`src/rtl/car_sequencer_pkg.sv`:
```
`default_nettype none
// car_sequencer_pkg -- CAR encodings, ISA field constants and helpers shared with the control unit.
// Rev 1.0

package car_sequencer_pkg;

  localparam int C_CAR_BITS = 6;

  typedef enum logic [5:0] {
    CAR_RESET      = 6'd0,
    CAR_RST_VEC    = 6'd1,
    CAR_FETCH      = 6'd2,
    CAR_DECODE     = 6'd3,
    CAR_SRC_IDX    = 6'd4,
    CAR_SRC_RD     = 6'd5,
    CAR_SRC_RDINC  = 6'd6,
    CAR_DST_IDX    = 6'd7,
    CAR_DST_RD     = 6'd8,
    CAR_EXEC       = 6'd9,
    CAR_DST_WR     = 6'd10,
    CAR_PUSH_DEC   = 6'd11,
    CAR_PUSH_WR    = 6'd12,
    CAR_CALL_PC    = 6'd13,
    CAR_POP_SR     = 6'd14,
    CAR_POP_PC     = 6'd15,
    CAR_JMP_EXEC   = 6'd16,
    CAR_INT_PUSHPC = 6'd17,
    CAR_INT_PUSHSR = 6'd18,
    CAR_INT_VEC    = 6'd19
  } car_t;

  localparam logic [3:0] C_OP_FMT1_MIN = 4'h4;
  localparam logic [3:0] C_OP_MOV      = 4'h4;
  localparam logic [3:0] C_OP_CMP      = 4'h9;
  localparam logic [3:0] C_OP_BIT      = 4'hB;

  localparam logic [5:0] C_FMT2_PREFIX = 6'b000100;
  localparam logic [8:0] C_RETI_PREFIX = 9'b000100110;
  localparam logic [2:0] C_JMP_PREFIX  = 3'b001;

  localparam logic [2:0] C_F2_RRC  = 3'd0;
  localparam logic [2:0] C_F2_SWPB = 3'd1;
  localparam logic [2:0] C_F2_RRA  = 3'd2;
  localparam logic [2:0] C_F2_SXT  = 3'd3;
  localparam logic [2:0] C_F2_PUSH = 3'd4;
  localparam logic [2:0] C_F2_CALL = 3'd5;

  localparam logic [1:0] C_AS_REG = 2'd0;
  localparam logic [1:0] C_AS_IDX = 2'd1;
  localparam logic [1:0] C_AS_IND = 2'd2;
  localparam logic [1:0] C_AS_INC = 2'd3;

  function automatic logic is_mem_state(input car_t s);
    return s inside {CAR_RST_VEC, CAR_FETCH, CAR_SRC_IDX, CAR_SRC_RD, CAR_SRC_RDINC,
                     CAR_DST_IDX, CAR_DST_RD, CAR_DST_WR, CAR_PUSH_WR, CAR_POP_SR,
                     CAR_POP_PC, CAR_INT_PUSHPC, CAR_INT_PUSHSR, CAR_INT_VEC};
  endfunction

endpackage

`default_nettype wire

```
`src/rtl/car_sequencer_if.sv`:
```
`default_nettype none
// car_sequencer_if -- instruction/memory/interrupt inputs and control-address outputs of the sequencer.
// Rev 1.0

interface car_sequencer_if #(
  parameter int CAR_BITS = car_sequencer_pkg::C_CAR_BITS
);
  logic [15:0]         IR;
  logic                MemReady;
  logic                IRQ;
  logic                GIE;
  logic [CAR_BITS-1:0] CAR;
  logic                IRload;
  logic                InstrDone;

  modport master (
    input  IR, MemReady, IRQ, GIE,
    output CAR, IRload, InstrDone
  );

  modport slave (
    output IR, MemReady, IRQ, GIE,
    input  CAR, IRload, InstrDone
  );
endinterface

`default_nettype wire

```
`src/rtl/seq_decode.sv`:
```
`default_nettype none
// seq_decode -- maps (IR, current phase) to the next phase assuming memory is ready and no interrupt.
// Rev 1.0

module seq_decode
  import car_sequencer_pkg::*;
(
  input  logic [15:0] i_ir,
  input  car_t        i_phase,
  output car_t        o_next
);

  logic       w_fmt1;
  logic       w_fmt2;
  logic       w_jump;
  logic       w_reti;
  logic       w_ad;
  logic       w_const_gen;
  logic       w_unused;
  logic [1:0] w_as;
  logic [2:0] w_op2;
  logic [3:0] w_opc;
  logic [3:0] w_src_reg;
  car_t       w_after_src;
  car_t       w_src_entry;
  car_t       w_after_exec;

  assign w_opc       = i_ir[15:12];
  assign w_op2       = i_ir[9:7];
  assign w_as        = i_ir[5:4];
  assign w_ad        = i_ir[7];
  assign w_jump      = (i_ir[15:13] == C_JMP_PREFIX);
  assign w_fmt1      = (w_opc >= C_OP_FMT1_MIN);
  assign w_fmt2      = (i_ir[15:10] == C_FMT2_PREFIX) && (w_op2 <= C_F2_CALL);
  assign w_reti      = (i_ir[15:7] == C_RETI_PREFIX);
  // Format II carries its single operand in the destination field.
  assign w_src_reg   = w_fmt1 ? i_ir[11:8] : i_ir[3:0];
  assign w_const_gen = (w_src_reg == 4'd3) || ((w_src_reg == 4'd2) && w_as[1]);
  assign w_unused    = i_ir[6];

  always_comb begin
    w_after_src  = (w_fmt1 && w_ad) ? CAR_DST_IDX : CAR_EXEC;
    w_src_entry  = w_after_src;
    if (!w_const_gen) begin
      case (w_as)
        C_AS_IDX: w_src_entry = CAR_SRC_IDX;
        C_AS_IND: w_src_entry = CAR_SRC_RD;
        C_AS_INC: w_src_entry = CAR_SRC_RDINC;
        default:  w_src_entry = w_after_src;
      endcase
    end

    w_after_exec = CAR_FETCH;
    if (w_fmt2 && ((w_op2 == C_F2_PUSH) || (w_op2 == C_F2_CALL)))
      w_after_exec = CAR_PUSH_DEC;
    else if (w_fmt1 && w_ad && (w_opc != C_OP_CMP) && (w_opc != C_OP_BIT))
      w_after_exec = CAR_DST_WR;
    else if (w_fmt2 && (w_op2 <= C_F2_SXT) && (w_as != C_AS_REG))
      w_after_exec = CAR_DST_WR;
  end

  always_comb begin
    o_next = CAR_RESET;
    case (i_phase)
      CAR_RESET:      o_next = CAR_RST_VEC;
      CAR_RST_VEC:    o_next = CAR_FETCH;
      CAR_FETCH:      o_next = CAR_DECODE;
      CAR_DECODE: begin
        if (w_jump)                 o_next = CAR_JMP_EXEC;
        else if (w_fmt1 || w_fmt2)  o_next = w_src_entry;
        else if (w_reti)            o_next = CAR_POP_SR;
        else                        o_next = CAR_FETCH;
      end
      CAR_SRC_IDX:    o_next = CAR_SRC_RD;
      CAR_SRC_RD:     o_next = w_after_src;
      CAR_SRC_RDINC:  o_next = w_after_src;
      CAR_DST_IDX:    o_next = (w_opc == C_OP_MOV) ? CAR_EXEC : CAR_DST_RD;
      CAR_DST_RD:     o_next = CAR_EXEC;
      CAR_EXEC:       o_next = w_after_exec;
      CAR_DST_WR:     o_next = CAR_FETCH;
      CAR_PUSH_DEC:   o_next = CAR_PUSH_WR;
      CAR_PUSH_WR:    o_next = (w_fmt2 && (w_op2 == C_F2_CALL)) ? CAR_CALL_PC : CAR_FETCH;
      CAR_CALL_PC:    o_next = CAR_FETCH;
      CAR_POP_SR:     o_next = CAR_POP_PC;
      CAR_POP_PC:     o_next = CAR_FETCH;
      CAR_JMP_EXEC:   o_next = CAR_FETCH;
      CAR_INT_PUSHPC: o_next = CAR_INT_PUSHSR;
      CAR_INT_PUSHSR: o_next = CAR_INT_VEC;
      CAR_INT_VEC:    o_next = CAR_FETCH;
      default:        o_next = CAR_RESET;
    endcase
  end

endmodule

`default_nettype wire

```
`src/rtl/car_sequencer.sv`:
```
`default_nettype none
// car_sequencer -- control address register with memory-wait hold and interrupt entry at FETCH.
// Rev 1.0

module car_sequencer
  import car_sequencer_pkg::*;
#(
  parameter int CAR_BITS = car_sequencer_pkg::C_CAR_BITS
) (
  input  logic              MCLK,
  input  logic              reset,
  car_sequencer_if.master   bus
);

  car_t r_state;
  car_t w_next;
  car_t w_dec_next;
  logic r_done;
  logic w_int_take;
  logic w_hold;

  seq_decode u_seq_decode (
    .i_ir    (bus.IR),
    .i_phase (r_state),
    .o_next  (w_dec_next)
  );

  assign w_int_take = (r_state == CAR_FETCH) && bus.IRQ && bus.GIE;
  assign w_hold     = is_mem_state(r_state) && !bus.MemReady;

  // An interrupt taken in FETCH wins over a memory stall: no fetch is performed.
  always_comb begin
    w_next = w_dec_next;
    if (w_int_take)
      w_next = CAR_INT_PUSHPC;
    else if (w_hold)
      w_next = r_state;
  end

  always_ff @(posedge MCLK) begin
    if (reset) begin
      r_state <= CAR_RESET;
      r_done  <= 1'b0;
    end else begin
      r_state <= w_next;
      r_done  <= (w_next == CAR_FETCH) && (r_state != CAR_FETCH) && (r_state != CAR_RST_VEC);
    end
  end

  assign bus.CAR       = CAR_BITS'(r_state);
  assign bus.InstrDone = r_done;
  assign bus.IRload    = !reset && (r_state == CAR_FETCH) && bus.MemReady && !(bus.IRQ && bus.GIE);

endmodule

`default_nettype wire

```
`src/flat_wrapper.sv`:
```
// flat-port wrapper written by rule: the top's interface ports become plain ports
module car_sequencer_flat import car_sequencer_pkg::*;
#(
  parameter int CAR_BITS = car_sequencer_pkg::C_CAR_BITS
)
  (MCLK, reset, bus_IR, bus_MemReady, bus_IRQ, bus_GIE, bus_CAR, bus_IRload, bus_InstrDone);
  car_sequencer_if #(.CAR_BITS(CAR_BITS)) bus_i ();
  input  logic MCLK;
  input  logic reset;
  input wire logic [$bits(bus_i.IR)-1:0] bus_IR;
  input wire logic [$bits(bus_i.MemReady)-1:0] bus_MemReady;
  input wire logic [$bits(bus_i.IRQ)-1:0] bus_IRQ;
  input wire logic [$bits(bus_i.GIE)-1:0] bus_GIE;
  output wire logic [$bits(bus_i.CAR)-1:0] bus_CAR;
  output wire logic [$bits(bus_i.IRload)-1:0] bus_IRload;
  output wire logic [$bits(bus_i.InstrDone)-1:0] bus_InstrDone;
  assign bus_i.IR = bus_IR;
  assign bus_i.MemReady = bus_MemReady;
  assign bus_i.IRQ = bus_IRQ;
  assign bus_i.GIE = bus_GIE;
  assign bus_CAR = bus_i.CAR;
  assign bus_IRload = bus_i.IRload;
  assign bus_InstrDone = bus_i.InstrDone;
  car_sequencer #(.CAR_BITS(CAR_BITS)) u_core (.MCLK(MCLK), .reset(reset), .bus(bus_i));
endmodule
```
`config.mk`:
```
export PLATFORM = sky130hd
export DESIGN_NAME = car_sequencer_flat
export DESIGN_NICKNAME = d
export VERILOG_FILES = /design/src/rtl/car_sequencer_pkg.sv /design/src/rtl/car_sequencer_if.sv /design/src/rtl/seq_decode.sv /design/src/rtl/car_sequencer.sv /design/src/flat_wrapper.sv
export SDC_FILE = /design/constraint.sdc
export NUM_CORES = 1
export LEC_CHECK = 0
export CAP_MARGIN = 20
export CORE_AREA = 2 2 52 54
export CTS_CLUSTER_DIAMETER = 100
export DETAILED_ROUTE_END_ITERATION = 8
export DIE_AREA = 0 0 54 56
export HOLD_SLACK_MARGIN = 0.03
export PLACE_DENSITY = 0.69
export SKIP_CTS_REPAIR_TIMING = 1
export SLEW_MARGIN = 20
export SYNTH_ARGS = -nofsm -noshare
export SYNTH_HDL_FRONTEND = slang
export SYNTH_SLANG_ARGS = --single-unit
```
`constraint.sdc`:
```
create_clock -name MCLK -period 1.9 [get_ports MCLK]
set_clock_uncertainty 0.05 [all_clocks]
set_input_delay 0.285 -clock MCLK [delete_from_list [all_inputs] [get_ports MCLK]]
set_output_delay 0.285 -clock MCLK [all_outputs]
set_load 0.05 [all_outputs]
```
# Word-level counts from Yosys, hierarchy flattened
# Cells that the tools add are included.
dict set report classes {
  addsub 0
  n_mul 0
  n_reduce_logical 29
  div_mod_pow 0
  eq_ne 35
  shifts 0
  mux 15
  magnitude_cmp 3
  n_bitwise 0
}
# operator count
set ops {}
lappend ops {{6-bit one-hot mux with 14 select lines} 1}
lappend ops {{6-bit by 4-bit equality test with 1-bit output, second input constant} 8}
lappend ops {{4-bit 2-to-1 mux} 8}
lappend ops {{6-bit by 3-bit equality test with 1-bit output, second input constant} 5}
lappend ops {{6-bit by 5-bit equality test with 1-bit output, second input constant} 4}
lappend ops {{6-bit 2-to-1 mux} 4}
lappend ops {{6-bit by 2-bit equality test with 1-bit output, second input constant} 3}
lappend ops {{1-bit logical AND} 18}
lappend ops {{14-bit nonzero test} 1}
lappend ops {{4-bit one-hot mux with 3 select lines} 1}
lappend ops {{9-bit by 6-bit equality test with 1-bit output, second input constant} 1}
lappend ops {{4-bit by 2-bit equality test with 1-bit output, second input constant} 2}
lappend ops {{4-bit != test, second input constant} 2}
lappend ops {{3-bit equality test, second input constant} 2}
lappend ops {{6-bit by 1-bit equality test with 1-bit output, second input constant} 1}
lappend ops {{6-bit logical NOT} 1}
lappend ops {{6-bit by 1-bit != test with 1-bit output, second input constant} 1}
lappend ops {{6-bit by 2-bit != test with 1-bit output, second input constant} 1}
lappend ops {{6-bit OR reduction} 1}
lappend ops {{2-bit equality test, second input constant} 2}
lappend ops {{4-bit by 3-bit equality test with 1-bit output, second input constant} 1}
lappend ops {{4-bit by 3-bit greater-or-equal comparator with 1-bit output, second input constant} 1}
lappend ops {{3-bit by 1-bit equality test with 1-bit output, second input constant} 1}
lappend ops {{3-bit by 2-bit <= comparator with 1-bit output, second input constant} 1}
lappend ops {{7 further kinds} 11}
dict set report totals {
  latch_bits 0
  rom_bits 0
  wordCells 84
  memories 0
  ram_bits 0
  reg_bits 7
}

# Depth between registers and ports, before layout
dict set report depth {
  word_depth 14
  depth_mapped 8
  ltp_nobuf 6
}

# Hierarchy
# Synthesis repeated with hierarchy kept, for this count alone.
dict set report hier_totals {
  hier_cells 129
  hier_area_um2 922.1
}
# module area_each_um2 seq_area_each_um2 n_inst cells_per_inst
set by_module_without_submodules {}
lappend by_module_without_submodules {seq_decode 519.2 0.0 1 85}
lappend by_module_without_submodules {car_sequencer 402.9 140.1 1 44}

# Worst setup path after synthesis
# No wires, ideal clock.
dict set report synth_timing {
  kind {register -> output}
  startpoint {register u_core.r_state[1] (netlist: u_core.bus.CAR[1])}
  endpoint {output bus_IRload}
  setup_slack_ns -2.211
  n_path_buf 1
  arrival_ns 3.776
  stages_incl_launch_ff 5
  path_cell_list {dfxtp_1 clkbuf_1 nor2b_1 nand2_1 a2111oi_0}
}
dict set report synth_via {
  elab_chain_cells 4
}
# item line
set synth_rtl {}
lappend synth_rtl {{start, declared} car_sequencer.sv:15} ;# car_t r_state;
lappend synth_rtl {{start signal, assigned} car_sequencer.sv:45} ;# r_state <= w_next;
lappend synth_rtl {{6-bit by 2-bit equality test with 1-bit output} car_sequencer.sv:52} ;# assign bus.IRload = !reset && (r_state == CAR_FETCH) && bus.MemReady && !(bus.IRQ && bus.GIE);
lappend synth_rtl {{1-bit logical AND (3 in a row)} car_sequencer.sv:52}
lappend synth_rtl {{end, declared} flat_wrapper.sv:15} ;# output wire logic [$bits(bus_i.IRload)-1:0] bus_IRload;
# No other way between the ends.

# Worst setup path in the final report
dict set report layout_timing {
  startpoint {register u_core.r_state[4] (netlist: u_core.bus.CAR[4])}
  endpoint {output bus_IRload}
}
# Same word-level chain as after synthesis.

==> impl_metrics.csv <==
group,metric,value,unit
placed_design,finalWeightedCongestion,0.866,
floorplanning,design.core.area,0.00243,mm^2
synth,syn-num-nets,154,
grt,busiest_layer,"met2",
synth,synth_top_family_by_area,"simple AND/OR/NAND/NOR gates",
floorplanning,row_count,18,
placed_design,post-place-cells,225,
synth,yosys.cell_types.count,51,
cells_and_area,drive_gt1_frac,0.483,
synth,synth-compound-area-share,0.337,
flow_run,maxCapViolCount,0,
synth,synthAdderAreaFrac,0,
cells_and_area,layout.cells.non_filler,233,
synth,synth-simple-area-share,0.444,
synth,synthFlopType,"dfxtp_1",
setup_path,crit_required,1.56,ns
routing,drc_errors,0,
cells_and_area,utilization,0.749,
power_and_ir_drop,p_total,568,uW
setup_path,rrSetupSlack,-0.12,ns
placed_design,io_buffers,27,
grt,track_usage,0.240,
synth,yosys.area.top_type,"dfxtp_1",
clocking,clkTransAtPathRegs,0.05,ns
cells_and_area,multi_input_area,940,um^2
clocking,cts_tree,"done",
synth,synth_xor_area_frac,0.0184,
cells_and_area,fill_cells,187,
setup_path,crit_path_end_kind,"output pin",
timing,setup_viol,2,
run_status,status,"finished, violations left",
floorplanning,initial_core_util,0.392,
timing,period_needed,2.11,ns
cells_and_area,n_antenna_cell,0,
cells_and_area,final_net_count,225,
cells_and_area,regArea,160,um^2
clocking,clk_latency,0.25,ns
timing,drv_slew,0,
power_and_ir_drop,leakage,0.755,nW
timing,max_freq,473,MHz
synth,ys_seq_elements,7,
power_and_ir_drop,irDropWorstVdd,0.461,mV
clocking,cts-buffers-inserted,3,
routing,wl_per_cell,16.7,um
cells_and_area,area_growth,91.1,%
grt,grt_use_met1,0.283,
routing,drt_wl_total,3890,um
synth,syn_area_per_cell,7.17,um^2
timing,hold_viol_final,0,
timing,hold_ws,0.565,ns
timing,min_period_over_period,1.11,
setup_path,crit_type,"reg -> out",
routing,first_pass_iters,4,
synth,yosysMostFrequentCell,"nor2_1",
timing,rsz0062_at_grt,"yes",
grt,grt_max_degree,12,
floorplanning,ios,29,
synth,synth_mux_area_frac,0,
grt,grt_util_met2,0.429,
synth,yosysWarningCount,0,
timing,tns,-0.329,ns
routing,ant_nets,0,
floorplanning,die_area,0.00302,mm^2
run_status,violations,"negative setup slack",
synth,syn_inst,133,
grt,antenna_found_initial,0,
synth,ys_seq_area_frac,0.147,
setup_path,start_kind,"flop",
synth,synth_top_cells_by_count,"nor2_1, a21oi_1, nand2_1",
hold_path,hp-class,"reg -> reg",
synth,synth_edf_count,0,
timing,worst_slack,-0.214,ns
floorplanning,fp.dieH,56,um
synth,synth_area,953,um^2
grt,overflow,0,
clocking,h-tree-depth,1,
synth,synth_top_cell_area_share,0.147,
synth,synthArstFlopShare,0,
power_and_ir_drop,power_density,312,mW/mm^2
setup_path,crit_path_max_fanout,3,
routing,vias,1393,
grt,grt_pass1_vias,1353,
grt,grt_util_met3,0.0511,
synth,yosys-top-cells-area,"dfxtp_1, a21oi_1, nor2_1, o21ai_0, nand2_1",
grt,grt_pass1_wl,5710,um
floorplanning,die_w,54,um
routing,first_iter_violations,28,
routing,vias_per_cell,5.98,
clocking,cts_buffer_depth,2,
placed_design,dp_hpwl,2750,um
clocking,cts_root_buffer,"clkbuf_4",
clocking,cts_sinks,7,
setup_path,cp.arrival,1.78,ns
-- cell families after synthesis --
group,Yosys count
compound gates,46
simple gates,67
xor+xnor,2
other cells,1
flops,7
buf+inv,10
-- placed cells by master (no fill, tap or decap), types with 2 or more instances in the layout --
cell | netlist | layout
buf_4 | 0 | 49
clkdlybuf4s50_1 | 0 | 12
nor2_1 | 12 | 11
nand2_1 | 10 | 9
a21oi_1 | 11 | 7
dlymetal6s2s_1 | 0 | 7
o21ai_0 | 8 | 5
dfxtp_4 | 0 | 5
nor4b_2 | 1 | 4
nor2b_1 | 6 | 4
buf_6 | 1 | 4
or2_1 | 3 | 3
a21oi_2 | 0 | 3
nor3_2 | 0 | 3
o21a_1 | 3 | 3
nand3_1 | 4 | 3
or2b_1 | 3 | 3
a31oi_2 | 0 | 3
clkbuf_4 | 0 | 3
inv_1 | 2 | 2
a21o_1 | 2 | 2
nor4bb_1 | 2 | 2
or3_1 | 3 | 2
or2_2 | 2 | 2
or4b_4 | 0 | 2
nor3b_1 | 3 | 2
o21ai_2 | 0 | 2
o21ai_1 | 1 | 2
nor3_1 | 5 | 2
or3b_1 | 2 | 2
a41oi_1 | 2 | 2
-- report_power, final --
part           internal [mW]  leakage, nW  switching, mW
registers              0.148       0.0610         0.0110
logic                  0.136        0.679          0.137
clock network         0.0802       0.0150         0.0559
total                  0.365        0.755          0.203
-- final timing paths --
path / start / endpoint / cells past startpoint
worst max-delay path: u_core.bus.CAR[4]$_SDFF_PP0_ / bus_IRload / 6
worst min-delay path: u_core.bus.CAR[5]$_SDFF_PP0_ / u_core.bus.CAR[4]$_SDFF_PP0_ / 2
worst max register to register: u_core.bus.CAR[4]$_SDFF_PP0_ / u_core.bus.InstrDone$_SDFF_PP0_ / 8
worst min register to register: u_core.bus.CAR[5]$_SDFF_PP0_ / u_core.bus.CAR[4]$_SDFF_PP0_ / 2
-- registers in the layout, summed over array words and instances, names as in the netlist --
signal and flops:
u_core.bus.CAR 6, u_core.bus.InstrDone 1
-- area by class of cell --
cell class / count / share of cell area
flip-flops and latches: 7 / 0.0879
repair buffers: 74 / 0.357
well taps: 30 / 0.0206
clock buffers: 4 / 0.0144
multi-input cells: 116 / 0.516
inverters: 2 / 0.00412
-- metrics by stage --
step,worst slack (ns),instance area [um^2]
2_1_floorplan,-0.176,1020
3_3_place_gp,-0.613,1590
3_5_place_dp,-0.652,1590
4_1_cts,-0.401,1610
5_1_grt,-0.286,1820
6_report,-0.214,1820
-- worst max-delay path: stages (launching register included) --
cell and delay (ns):
dfxtp_4 0.34, buf_6 0.11, nor4_4 0.36, buf_4 0.20, nand2_4 0.05, a2111oi_4 0.23
clkbuf_16 0.23
-- per-layer routing --
layer	up-vias	share of wire
met5	-	0
met4	0	0.026
met3	17	0.051
met2	54	0.55
met1	660	0.37
li1	662	-
(Power assumes the default switching activity.)
